[src/rtl/mdio_pkg.sv]
// Shared definitions for the Clause-22/45 MDIO master.
//   mdio_state_e : frame sequencer states
//   ST_*/OP_*    : start and opcode field values
//   FRM_*        : bit offsets of the fields inside a 32-bit frame
//   mdio_frame() : assembles a frame with ST=01 and write turnaround (10)
package mdio_pkg;

  typedef enum logic [2:0] {
    GAP,
    IDLE,
    PRE,
    HDR,
    TA,
    DATA
  } mdio_state_e;

  localparam logic [1:0] ST_C22   = 2'b01;
  localparam logic [1:0] ST_C45   = 2'b00;
  localparam logic [1:0] OP_WRITE = 2'b01;
  localparam logic [1:0] OP_READ  = 2'b10;
  localparam logic [1:0] TA_WRITE = 2'b10;

  localparam int unsigned FRM_ST_LSB  = 30;
  localparam int unsigned FRM_OP_MSB  = 29;
  localparam int unsigned HDR_BITS    = 14;
  localparam int unsigned TA_BITS     = 2;
  localparam int unsigned DATA_BITS   = 16;

  function automatic logic [31:0] mdio_frame(input logic [1:0]  op,
                                             input logic [4:0]  phy,
                                             input logic [4:0]  regad,
                                             input logic [15:0] data);
    return {ST_C22, op, phy, regad, TA_WRITE, data};
  endfunction

endpackage

[src/rtl/mdio_clk_gen.sv]
// MDC generator: divides clk by 2*CLK_DIV.
//   clk, reset (async, active-low) : clock and reset; reset holds mdc low
//   mdc                            : management clock
//   rise_tick / fall_tick          : one-clk strobes on the clk where mdc toggles
module mdio_clk_gen #(
  parameter int unsigned CLK_DIV = 10
) (
  input  logic clk,
  input  logic reset,
  output logic mdc,
  output logic rise_tick,
  output logic fall_tick
);

  localparam int unsigned DW = (CLK_DIV > 1) ? $clog2(CLK_DIV) : 1;

  logic [DW-1:0] div_q;
  logic          mdc_q;
  logic          term;

  assign term      = (div_q == DW'(CLK_DIV - 1));
  assign rise_tick = term & ~mdc_q;
  assign fall_tick = term & mdc_q;
  assign mdc       = mdc_q;

  always_ff @(posedge clk or negedge reset) begin
    if (!reset) begin
      div_q <= '0;
      mdc_q <= 1'b0;
    end else begin
      div_q <= term ? '0 : div_q + DW'(1);
      if (term) mdc_q <= ~mdc_q;
    end
  end

endmodule

[src/rtl/mdio_master_seq.sv]
// MDIO master: replays NUM_INIT init frames after reset, then serves runtime
// read/write commands over a valid/ready port.
//   clk, reset (async, active-low)
//   cmd_valid/cmd_ready, cmd_read (or cmd_op/cmd_st45), cmd_phy, cmd_reg, cmd_wdata
//   rsp_valid, rsp_rdata : read completion strobe and held read data
//   init_done, busy      : status
//   mdc, mdio_i, mdio_o, mdio_t : PHY pads (mdio_t=1 releases the line)
// Build option: define MDIO_CLAUSE45_EN for cmd_op[1:0] and cmd_st45 ports.
module mdio_master_seq
  import mdio_pkg::*;
#(
  parameter int unsigned CLK_DIV      = 10,
  parameter int unsigned PREAMBLE_LEN = 32,
  parameter int unsigned GAP_LEN      = 64,
  parameter int unsigned NUM_INIT     = 3,
  parameter logic [((NUM_INIT > 0) ? NUM_INIT : 1)*32-1:0] INIT_FRAMES = '0
) (
  input  logic        clk,
  input  logic        reset,
  input  logic        cmd_valid,
  output logic        cmd_ready,
`ifdef MDIO_CLAUSE45_EN
  input  logic [1:0]  cmd_op,
  input  logic        cmd_st45,
`else
  input  logic        cmd_read,
`endif
  input  logic [4:0]  cmd_phy,
  input  logic [4:0]  cmd_reg,
  input  logic [15:0] cmd_wdata,
  output logic        rsp_valid,
  output logic [15:0] rsp_rdata,
  output logic        init_done,
  output logic        busy,
  output logic        mdc,
  input  logic        mdio_i,
  output logic        mdio_o,
  output logic        mdio_t
);

  localparam int unsigned MAX_A   = (PREAMBLE_LEN > GAP_LEN) ? PREAMBLE_LEN : GAP_LEN;
  localparam int unsigned MAX_LEN = (MAX_A > 32) ? MAX_A : 32;
  localparam int unsigned CW      = $clog2(MAX_LEN + 1);
  localparam int unsigned IW      = (NUM_INIT > 0) ? $clog2(NUM_INIT + 1) : 1;

  mdio_state_e   state_q, state_d;
  logic [CW-1:0] cnt_q, cnt_d, last_cnt;
  logic [IW-1:0] idx_q, idx_d;
  logic          arm_q, arm_d, rd_q, rd_d, init_q, init_d, done_q, done_d;
  logic [31:0]   frame_q, frame_d, init_frame, cmd_frame;
  logic          cmd_is_read;
  logic          mdio_o_q, mdio_o_d, mdio_t_q, mdio_t_d;
  logic [14:0]   sh_q, sh_d;
  logic [15:0]   rdata_q, rdata_d;
  logic          rsp_q, rsp_d;
  logic          rise_tick, fall_tick;

  mdio_clk_gen #(.CLK_DIV(CLK_DIV)) u_clk_gen (
    .clk       (clk),
    .reset     (reset),
    .mdc       (mdc),
    .rise_tick (rise_tick),
    .fall_tick (fall_tick)
  );

  always_comb begin
    init_frame = '0;
    for (int unsigned k = 0; k < NUM_INIT; k++) begin
      if (idx_q == IW'(k)) init_frame = INIT_FRAMES[k*32 +: 32];
    end
  end

  always_comb begin
`ifdef MDIO_CLAUSE45_EN
    cmd_is_read = cmd_op[1];
    cmd_frame   = mdio_frame(cmd_op, cmd_phy, cmd_reg, cmd_wdata);
    if (cmd_st45) cmd_frame[FRM_ST_LSB +: 2] = ST_C45;
`else
    cmd_is_read = cmd_read;
    cmd_frame   = mdio_frame(cmd_read ? OP_READ : OP_WRITE, cmd_phy, cmd_reg, cmd_wdata);
`endif
  end

  always_comb begin
    state_d  = state_q;
    cnt_d    = cnt_q;
    idx_d    = idx_q;
    arm_d    = arm_q;
    frame_d  = frame_q;
    rd_d     = rd_q;
    init_d   = init_q;
    done_d   = done_q;
    mdio_o_d = mdio_o_q;
    mdio_t_d = mdio_t_q;
    sh_d     = sh_q;
    rdata_d  = rdata_q;
    rsp_d    = 1'b0;
    cmd_ready = (state_q == IDLE) && done_q;

    case (state_q)
      GAP:     last_cnt = CW'(GAP_LEN - 1);
      PRE:     last_cnt = CW'(PREAMBLE_LEN - 1);
      HDR:     last_cnt = CW'(HDR_BITS - 1);
      TA:      last_cnt = CW'(TA_BITS - 1);
      default: last_cnt = CW'(DATA_BITS - 1);
    endcase

    case (state_q)
      IDLE: begin
        if (cmd_valid && cmd_ready) begin
          state_d = PRE;
          cnt_d   = '0;
          arm_d   = 1'b1;
          frame_d = cmd_frame;
          rd_d    = cmd_is_read;
          init_d  = 1'b0;
        end
      end
      default: begin
        if (fall_tick) begin
          // A command accepted mid-MDC-cycle waits for the next fall before
          // its first preamble cycle counts.
          if (arm_q) begin
            arm_d = 1'b0;
          end else if (cnt_q == last_cnt) begin
            cnt_d = '0;
            case (state_q)
              GAP: begin
                if (idx_q < IW'(NUM_INIT)) begin
                  state_d = PRE;
                  frame_d = init_frame;
                  rd_d    = init_frame[FRM_OP_MSB];
                  init_d  = 1'b1;
                  idx_d   = idx_q + IW'(1);
                end else begin
                  state_d = IDLE;
                  done_d  = 1'b1;
                end
              end
              PRE:     state_d = HDR;
              HDR:     state_d = TA;
              TA:      state_d = DATA;
              default: state_d = GAP;
            endcase
          end else begin
            cnt_d = cnt_q + CW'(1);
          end
        end
      end
    endcase

    // Pad values for the MDC cycle that starts at this fall.
    if (fall_tick && !arm_d) begin
      mdio_t_d = 1'b1;
      mdio_o_d = 1'b0;
      case (state_d)
        PRE: begin
          mdio_t_d = 1'b0;
          mdio_o_d = 1'b1;
        end
        HDR: begin
          mdio_t_d = 1'b0;
          mdio_o_d = frame_d[5'(31 - cnt_d)];
        end
        TA: begin
          if (!rd_d) begin
            mdio_t_d = 1'b0;
            mdio_o_d = frame_d[5'(17 - cnt_d)];
          end
        end
        DATA: begin
          if (!rd_d) begin
            mdio_t_d = 1'b0;
            mdio_o_d = frame_d[5'(15 - cnt_d)];
          end
        end
        default: ;
      endcase
    end

    if (rise_tick && state_q == DATA && rd_q) begin
      sh_d = {sh_q[13:0], mdio_i};
      if (cnt_q == CW'(DATA_BITS - 1) && !init_q) begin
        rdata_d = {sh_q, mdio_i};
        rsp_d   = 1'b1;
      end
    end
  end

  always_ff @(posedge clk or negedge reset) begin
    if (!reset) begin
      state_q  <= GAP;
      cnt_q    <= '0;
      idx_q    <= '0;
      arm_q    <= 1'b0;
      frame_q  <= '0;
      rd_q     <= 1'b0;
      init_q   <= 1'b0;
      done_q   <= 1'b0;
      mdio_o_q <= 1'b0;
      mdio_t_q <= 1'b1;
      sh_q     <= '0;
      rdata_q  <= '0;
      rsp_q    <= 1'b0;
    end else begin
      state_q  <= state_d;
      cnt_q    <= cnt_d;
      idx_q    <= idx_d;
      arm_q    <= arm_d;
      frame_q  <= frame_d;
      rd_q     <= rd_d;
      init_q   <= init_d;
      done_q   <= done_d;
      mdio_o_q <= mdio_o_d;
      mdio_t_q <= mdio_t_d;
      sh_q     <= sh_d;
      rdata_q  <= rdata_d;
      rsp_q    <= rsp_d;
    end
  end

  assign busy      = (state_q != IDLE);
  assign init_done = done_q;
  assign rsp_valid = rsp_q;
  assign rsp_rdata = rdata_q;
  assign mdio_o    = mdio_o_q;
  assign mdio_t    = mdio_t_q;

endmodule

[config.mk]
export PLATFORM = sky130hd
export DESIGN_NAME = mdio_master_seq
export DESIGN_NICKNAME = d
export VERILOG_FILES = /design/src/rtl/mdio_pkg.sv /design/src/rtl/mdio_clk_gen.sv /design/src/rtl/mdio_master_seq.sv
export SDC_FILE = /design/constraint.sdc
export NUM_CORES = 1
export LEC_CHECK = 0
export ABC_CLOCK_PERIOD_IN_PS = 2700
export BUFFER_PORTS_ARGS = -buffer_cell sky130_fd_sc_hd__buf_2
export CORE_MARGIN = 4
export CORE_UTILIZATION = 53
export CTS_CLUSTER_SIZE = 30
export DETAILED_ROUTE_END_ITERATION = 10
export PLACE_DENSITY = 0.76
export SETUP_SLACK_MARGIN = 0.05
export SYNTH_ARGS = -nofsm -noshare
export SYNTH_HDL_FRONTEND = slang
export SYNTH_SLANG_ARGS = --single-unit
[constraint.sdc]
create_clock -name clk -period 2.7 [get_ports clk]
set_input_delay 0.54 -clock clk [delete_from_list [all_inputs] [get_ports clk]]
set_output_delay 0.54 -clock clk [all_outputs]
set_load 0.005 [all_outputs]
==> flow_summary.json, run 1 <==
{
  "status": "complete, but fails checks",
  "violations": "setup timing",
  "ant_nets": 0,
  "use_met1_pct": 35.35,
  "drtIter0Drc": 231,
  "io_buffers": 53,
  "use_met2_pct": 41.40,
  "cts_tree": "done",
  "post_drt_wl_per_cell_um": 17.42,
  "final.setup.worst_slack_ns": -0.1453,
  "diodes": 0,
  "max_cap_violations": 0,
  "slew_headroom_pct": 62.20,
  "start_kind": "flip-flop",
  "path_class": "flip-flop to flip-flop",
  "crit_fanout": 6,
  "finalPower_mw": 2.263,
  "reg2reg_depth": 13,
  "synth_cell_types": 61,
  "final_cell_area_um2": 6157,
  "clkTransAtPathRegs_ns": 0.10,
  "gr-total-overflow": 0,
  "area_growth_syn_to_layout_pct": 32.11,
  "setup_violations": 1,
  "grtUsageTotal_pct": 25.89,
  "synth_ff_type": "dfrtp_1",
  "grt_pass1_vias": 4211,
  "synthesis.nets": 521,
  "dp_hpwl_um": 9412,
  "leakage_nw": 3.058,
  "synthArstFlopShare_pct": 100.0,
  "routed-via-count": 4297,
  "die_x_um": 101.8,
  "slew_violations": 0,
  "critPathRequiredTime_ns": 2.99,
  "clock.fmax_mhz": 351.5,
  "final.setup.tns_ns": -0.1453,
  "clock_latency_ns": 0.37,
  "r2r_slack_ns": -0.15,
  "cp-end-kind": "flip-flop",
  "dp_slack_ns": -0.2261,
  "numCtsBuffers": 9,
  "clk_path_buf_depth": 2,
  "core_um2": 8382,
  "synth_edf_count": 0,
  "tightest_slew_ns": 0.5669,
  "nFillCells": 604,
  "netlist_instances": 488,
  "drcViolationCount": 0,
  "rsz0062_at_grt": "true",
  "io_pins": 54,
  "grt_pass1_wl_um": 20940,
  "synth_area_leader_cell": "dfrtp_1",
  "avgSynthCellArea_um2": 9.551,
  "place.gp.congestion": 0.9691,
  "skew_ns": 0.008097,
  "gr-usage-met3_pct": 3.581,
  "power_density_nw_per_um2": 367.5,
  "clock-root-buffer": "clkbuf_8",
  "layout.nets": 664,
  "die_h_um": 101.8,
  "firstDrtPassIters": 5,
  "synthesis.area_um2": 4661,
  "cts_num_sinks": 87,
  "hp-class": "primary input to async pin",
  "rows": 33,
  "die-area_um2": 10360,
  "period_minus_slack_ns": 2.845,
  "yosysWarnings": 0,
  "cts_max_level": 3,
  "drt_wl_total_um": 12910,
  "initial_core_util_pct": 55.61,
  "final_util_pct": 73.46,
  "min_period_over_period_pct": 105.4,
  "hold_viol_final": 0,
  "placed_area_um2": 5652,
  "grt_max_degree": 45,
  "synth_top_area_share_pct": 46.17,
  "ys_seq_elements": 87,
  "busiest_layer": "met2",
  "yosys-top-cells-area": "dfrtp_1 (46%), mux2_2 (9.4%), nand2_1 (7.0%), mux2i_1 (3.9%), a21oi_1 (3.5%)",
  "antenna_found_initial": 0,
  "ir_worst_vdd_v": 0.0003198,
  "holdBufCountCts": 0,
  "critPathArrivalTime_ns": 3.13,
  "viasPerCell": 5.799,
  "yosysSeqAreaShare_pct": 46.74,
  "drive_above_1_share_pct": 41.35
}
==> cell usage in the layout (no fill, tap or decap), types with 4 or more instances in the layout <==
cell,count
nor2b_1,7
xor2_1,4
nand3_1,15
and2_1,4
mux2_2,38
inv_1,8
o211ai_1,5
a31oi_1,5
nor2_1,32
mux2i_1,18
dfrtp_1,84
nor4_1,4
o21ai_0,12
a21oi_1,33
buf_4,108
buf_2,52
nand2_1,84
nand4_1,5
o21ai_1,10
nor3_1,5
a21o_1,5
clkbuf_8,9
==> cell families after synthesis <==
logic type | synth area share (%)
mux | 13.53
xor+xnor | 1.718
compound gates | 15.38
fa+ha+maj | 0.5368
simple gates | 17.99
buf+inv | 4.107
flops | 46.74
==> cells in the mapped netlist (all sizes together) (3+ instances only) <==
master   number
nand2        87
dfrtp        86
mux2         40
nor2         36
a21oi        33
o21ai        25
buf          18
mux2i        18
nand3        17
clkbuf       15
inv          11
nor3          8
nor2b         7
a31oi         6
a21o          5
and2          5
nand4         5
o211ai        5
a2111oi       4
nor4          4
o31ai         4
xor2          4
a211oi        3
and3          3
nor3b         3
or3           3
xnor2         3
==> routing by layer <==
layer,share of wire (%),vias up,wire (um)
met5,0,-,0
met2,50,135,6401
li1,-,2021,-
met4,2.8,0,357
met1,42,2110,5468
met3,5.3,31,678
==> metrics by stage <==
| stage | hold WS (ns) | std cells |
|---|---|---|
| floorplan | 0.2444 | 488 |
| global placement | 0.4560 | 705 |
| detailed placement | 0.4647 | 705 |
| CTS | 0.1709 | 726 |
| global route | 0.2046 | 741 |
| finish | 0.1572 | 741 |
==> power breakdown <==
group          total [mW]  leakage [nW]  internal [mW]  switching, mW
registers            1.30          1.16           1.30       0.000603
logic              0.0535          1.80         0.0194         0.0341
clock network       0.906        0.0985          0.366          0.540
==> cell type report <==
cell class	instances	area, um2	area share (%)
Multi-Input combinational cell	357	2462	39.99
Sequential cell	87	2181	35.42
Timing Repair Buffer	165	1140	18.51
Tap cell	105	131.4	2.134
Clock buffer	9	123.9	2.012
Clock inverter	7	75.07	1.219
Inverter	11	43.79	0.7112
==> path summary, 6_finish.rpt <==
kind,from,endpoint
setup / recovery,state_q[0]$_DFF_PN0_,mdio_o$_DFFE_PN0P_
hold / removal,reset,state_q[1]$_DFF_PN0_
setup reg to reg,state_q[0]$_DFF_PN0_,mdio_o$_DFFE_PN0P_
hold reg to reg,idx_q[0]$_DFFE_PN0P_,idx_q[0]$_DFFE_PN0P_
max in group asynchronous,reset,rsp_rdata[13]$_DFFE_PN0P_
min in group clk,cmd_wdata[10],frame_q[10]$_DFF_PN0_
==> timing repair <==
action                                  CTS  global route
buffers inserted                          5            15
pin swaps                                 4            12
endpoints found under the setup margin    2             2
endpoints found under the hold margin     0             0
resized for setup                        23            26
==> flip-flops by register name, indices dropped and copies added (netlist names) <==
name and flops:
frame_q 32, init_q 1, sh_q 15, u_clk_gen.div_q 4, u_clk_gen.mdc 1, mdio_o 1
init_done 1, idx_q 2, cnt_q 7, arm_q 1, rd_q 1, rsp_rdata 16
state_q 3, rsp_valid 1, mdio_t 1
==> critical path: stages, from the launching register on <==
cell,delay [ns]
dfrtp_2,0.45
or3_4,0.38
a311oi_2,0.29
o21ai_2,0.10
buf_4,0.16
or2_4,0.26
a31oi_4,0.19
buf_12,0.15
buf_4,0.10
nor3_1,0.04
o31a_1,0.13
a2111oi_2,0.24
o21ai_1,0.12
a31oi_1,0.14
Power figures use the tool's default switching activity.
==> inputs of run 2 (changes only) <==
Settings changed: ABC_CLOCK_PERIOD_IN_PS 2700 to 3100, CORE_UTILIZATION 53 to 59, PLACE_DENSITY 0.76 to 0.83, TNS_END_PERCENT set to 20.
Clock period 2.7 ns to 3.1 ns, I/O delays scaled along.
==> flow_summary.json, run 2 (synthesized netlist as in run 1, its figures left out) <==
{
  "crit_fanout": 10,
  "grt_pass1_vias": 3976,
  "post_drt_wl_per_cell_um": 17.54,
  "critPathMaxStageDelay_ns": 0.48,
  "die_x_um": 96.88,
  "multiInputGateArea_um2": 2366,
  "gr-total-overflow": 0,
  "clk_path_buf_depth": 2,
  "top_register": "frame_q",
  "nFillCells": 562,
  "drive_above_1_share_pct": 31.76,
  "die_h_um": 96.88,
  "drtIter0Drc": 294,
  "io_pins": 54,
  "r2r_slack_ns": 0.15,
  "core_um2": 7687,
  "cts_tree": "done",
  "slew_headroom_pct": 28.69,
  "initial_core_util_pct": 60.63,
  "rsz0062_at_grt": "false",
  "hold_viol_final": 0,
  "drt_wl_total_um": 11840,
  "start_kind": "flip-flop",
  "cp-end-kind": "flip-flop",
  "min_period_over_period_pct": 95.16,
  "critPathArrivalTime_ns": 3.21,
  "clock.fmax_mhz": 339.0,
  "clkTransAtPathRegs_ns": 0.10,
  "timing.rr.start": "state_q[0]$_DFF_PN0_",
  "cp_cell_sequence": "or3_1 > a311oi_2 > o21ai_4 > o221a_1 > nor2_2 > inv_2 > mux2_2 > a2111oi_2 > a2111oi_2 > o21ai_1 > a31oi_1",
  "grtUsageTotal_pct": 25.76,
  "seq_area_um2": 2181,
  "slew_violations": 0,
  "power_density_nw_per_um2": 357.0,
  "r2r-end": "mdio_o$_DFFE_PN0P_",
  "whs_ns": 0.4298,
  "area_growth_syn_to_layout_pct": 19.28,
  "drcViolationCount": 0,
  "crit_family": "compound AO/OA/AOI/OAI gates",
  "holdBufCountCts": 0,
  "diodes": 0,
  "place.gp.congestion": 0.9698,
  "largest_reg_flops": 32,
  "ant_nets": 0,
  "tightest_slew_ns": 1.070,
  "max_cap_violations": 0,
  "io_buffers": 53,
  "skew_ns": 0.01052,
  "routed-via-count": 4026,
  "die-area_um2": 9386,
  "reg2reg_depth": 11,
  "final_cell_mix": "nand2_1 (86), dfrtp_1 (84), buf_2 (52)",
  "ir_worst_vdd_v": 0.0002375,
  "path_class": "flip-flop to flip-flop",
  "grt_pass1_wl_um": 19820,
  "critPathRequiredTime_ns": 3.36,
  "dp_hpwl_um": 8346,
  "rows": 32,
  "slowest_stage": "dfrtp_2",
  "firstDrtPassIters": 7,
  "clock-root-buffer": "clkbuf_8",
  "timing.critical_path.mode_cell": "a2111oi_2",
  "antenna_found_initial": 0,
  "numCtsBuffers": 9,
  "final_common_cell": "nand2_1",
  "setup_violations": 0,
  "timing.critical_path.buf_inv": 1,
  "leakage_nw": 2.749,
  "status": "complete, no violations",
  "grt_max_degree": 88,
  "hp-class": "primary input to async pin",
  "clock_latency_ns": 0.38,
  "finalPower_mw": 1.985,
  "cts_max_level": 3,
  "cts_num_sinks": 87,
  "final_util_pct": 72.31,
  "final.setup.tns_ns": 0,
  "period_minus_slack_ns": 2.950,
  "viasPerCell": 5.964,
  "layout.nets": 601
}
[run 2: changes by cell type in the layout (fill, tap and decap cells not counted), sizes merged]
cell,previous run,this run
buf,165,101
clkbuf,9,10
clkinv,2,4
inv,15,13
[run 2: timing repair]
item | in CTS | in global routing
gates resized for setup | 0 | 17
endpoints found under the setup margin | 0 | 1
setup buffers | 0 | 3
[run 2: final cells by class]
| type | count | share of cell area [%] |
|---|---|---|
| clock buffers | 9 | 2.228 |
| clock inverters | 7 | 1.440 |
| inverters | 11 | 0.7878 |
| multi-input cells | 357 | 42.56 |
| flip-flops and latches | 87 | 39.23 |
| well taps | 102 | 2.296 |
| repair buffers | 102 | 11.46 |
[run 2: worst max path at each step]
stage | start | to | cells after the start
after global routing | u_clk_gen.div_q[1]$_DFF_PN0_ | mdio_o$_DFFE_PN0P_ | 13
after detailed placement | state_q[1]$_DFF_PN0_ | mdio_o$_DFFE_PN0P_ | 11
after global placement | state_q[1]$_DFF_PN0_ | mdio_o$_DFFE_PN0P_ | 11
after floorplan | state_q[1]$_DFF_PN0_ | mdio_o$_DFFE_PN0P_ | 12
final | state_q[0]$_DFF_PN0_ | mdio_o$_DFFE_PN0P_ | 11
after CTS | u_clk_gen.div_q[2]$_DFF_PN0_ | mdio_o$_DFFE_PN0P_ | 13
[run 2: through the flow]
stage	setup slack, ns	std cells	cell area, um2
floorplan	0.3275	488	4661
global placement	0.1567	656	5261
detailed placement	0.1058	656	5261
CTS	0.08715	672	5465
global route	0.02310	675	5559
finish	0.1501	675	5559
[run 2: metal layers]
metal  part of all wire (%)  routed length [um]  global-route usage [%]  vias to the layer above
li1                       -                   -                       -                     1887
met1                     43                5059                   34.96                     1975
met2                     50                5928                   42.41                      140
met3                    5.2                 621                   4.326                       24
met4                    1.9                 230                   8.099                        0
met5                      0                   0                       0                        -
[run 2: where the power goes]
| group | switching, mW | internal, mW | total, mW |
|---|---|---|---|
| combinational | 0.0279 | 0.0143 | 0.0422 |
| clock | 0.489 | 0.318 | 0.807 |
| sequential | 0.000483 | 1.13 | 1.14 |
| total | 0.517 | 1.47 | 1.98 |
[run 2: worst reg2reg max path: cells and delay by family, from the launching register on]
family | cells | cell delay (ns)
buf+inv | 1 | 0.11
simple gates | 2 | 0.54
flops | 1 | 0.48
mux | 1 | 0.30
compound gates | 7 | 1.42
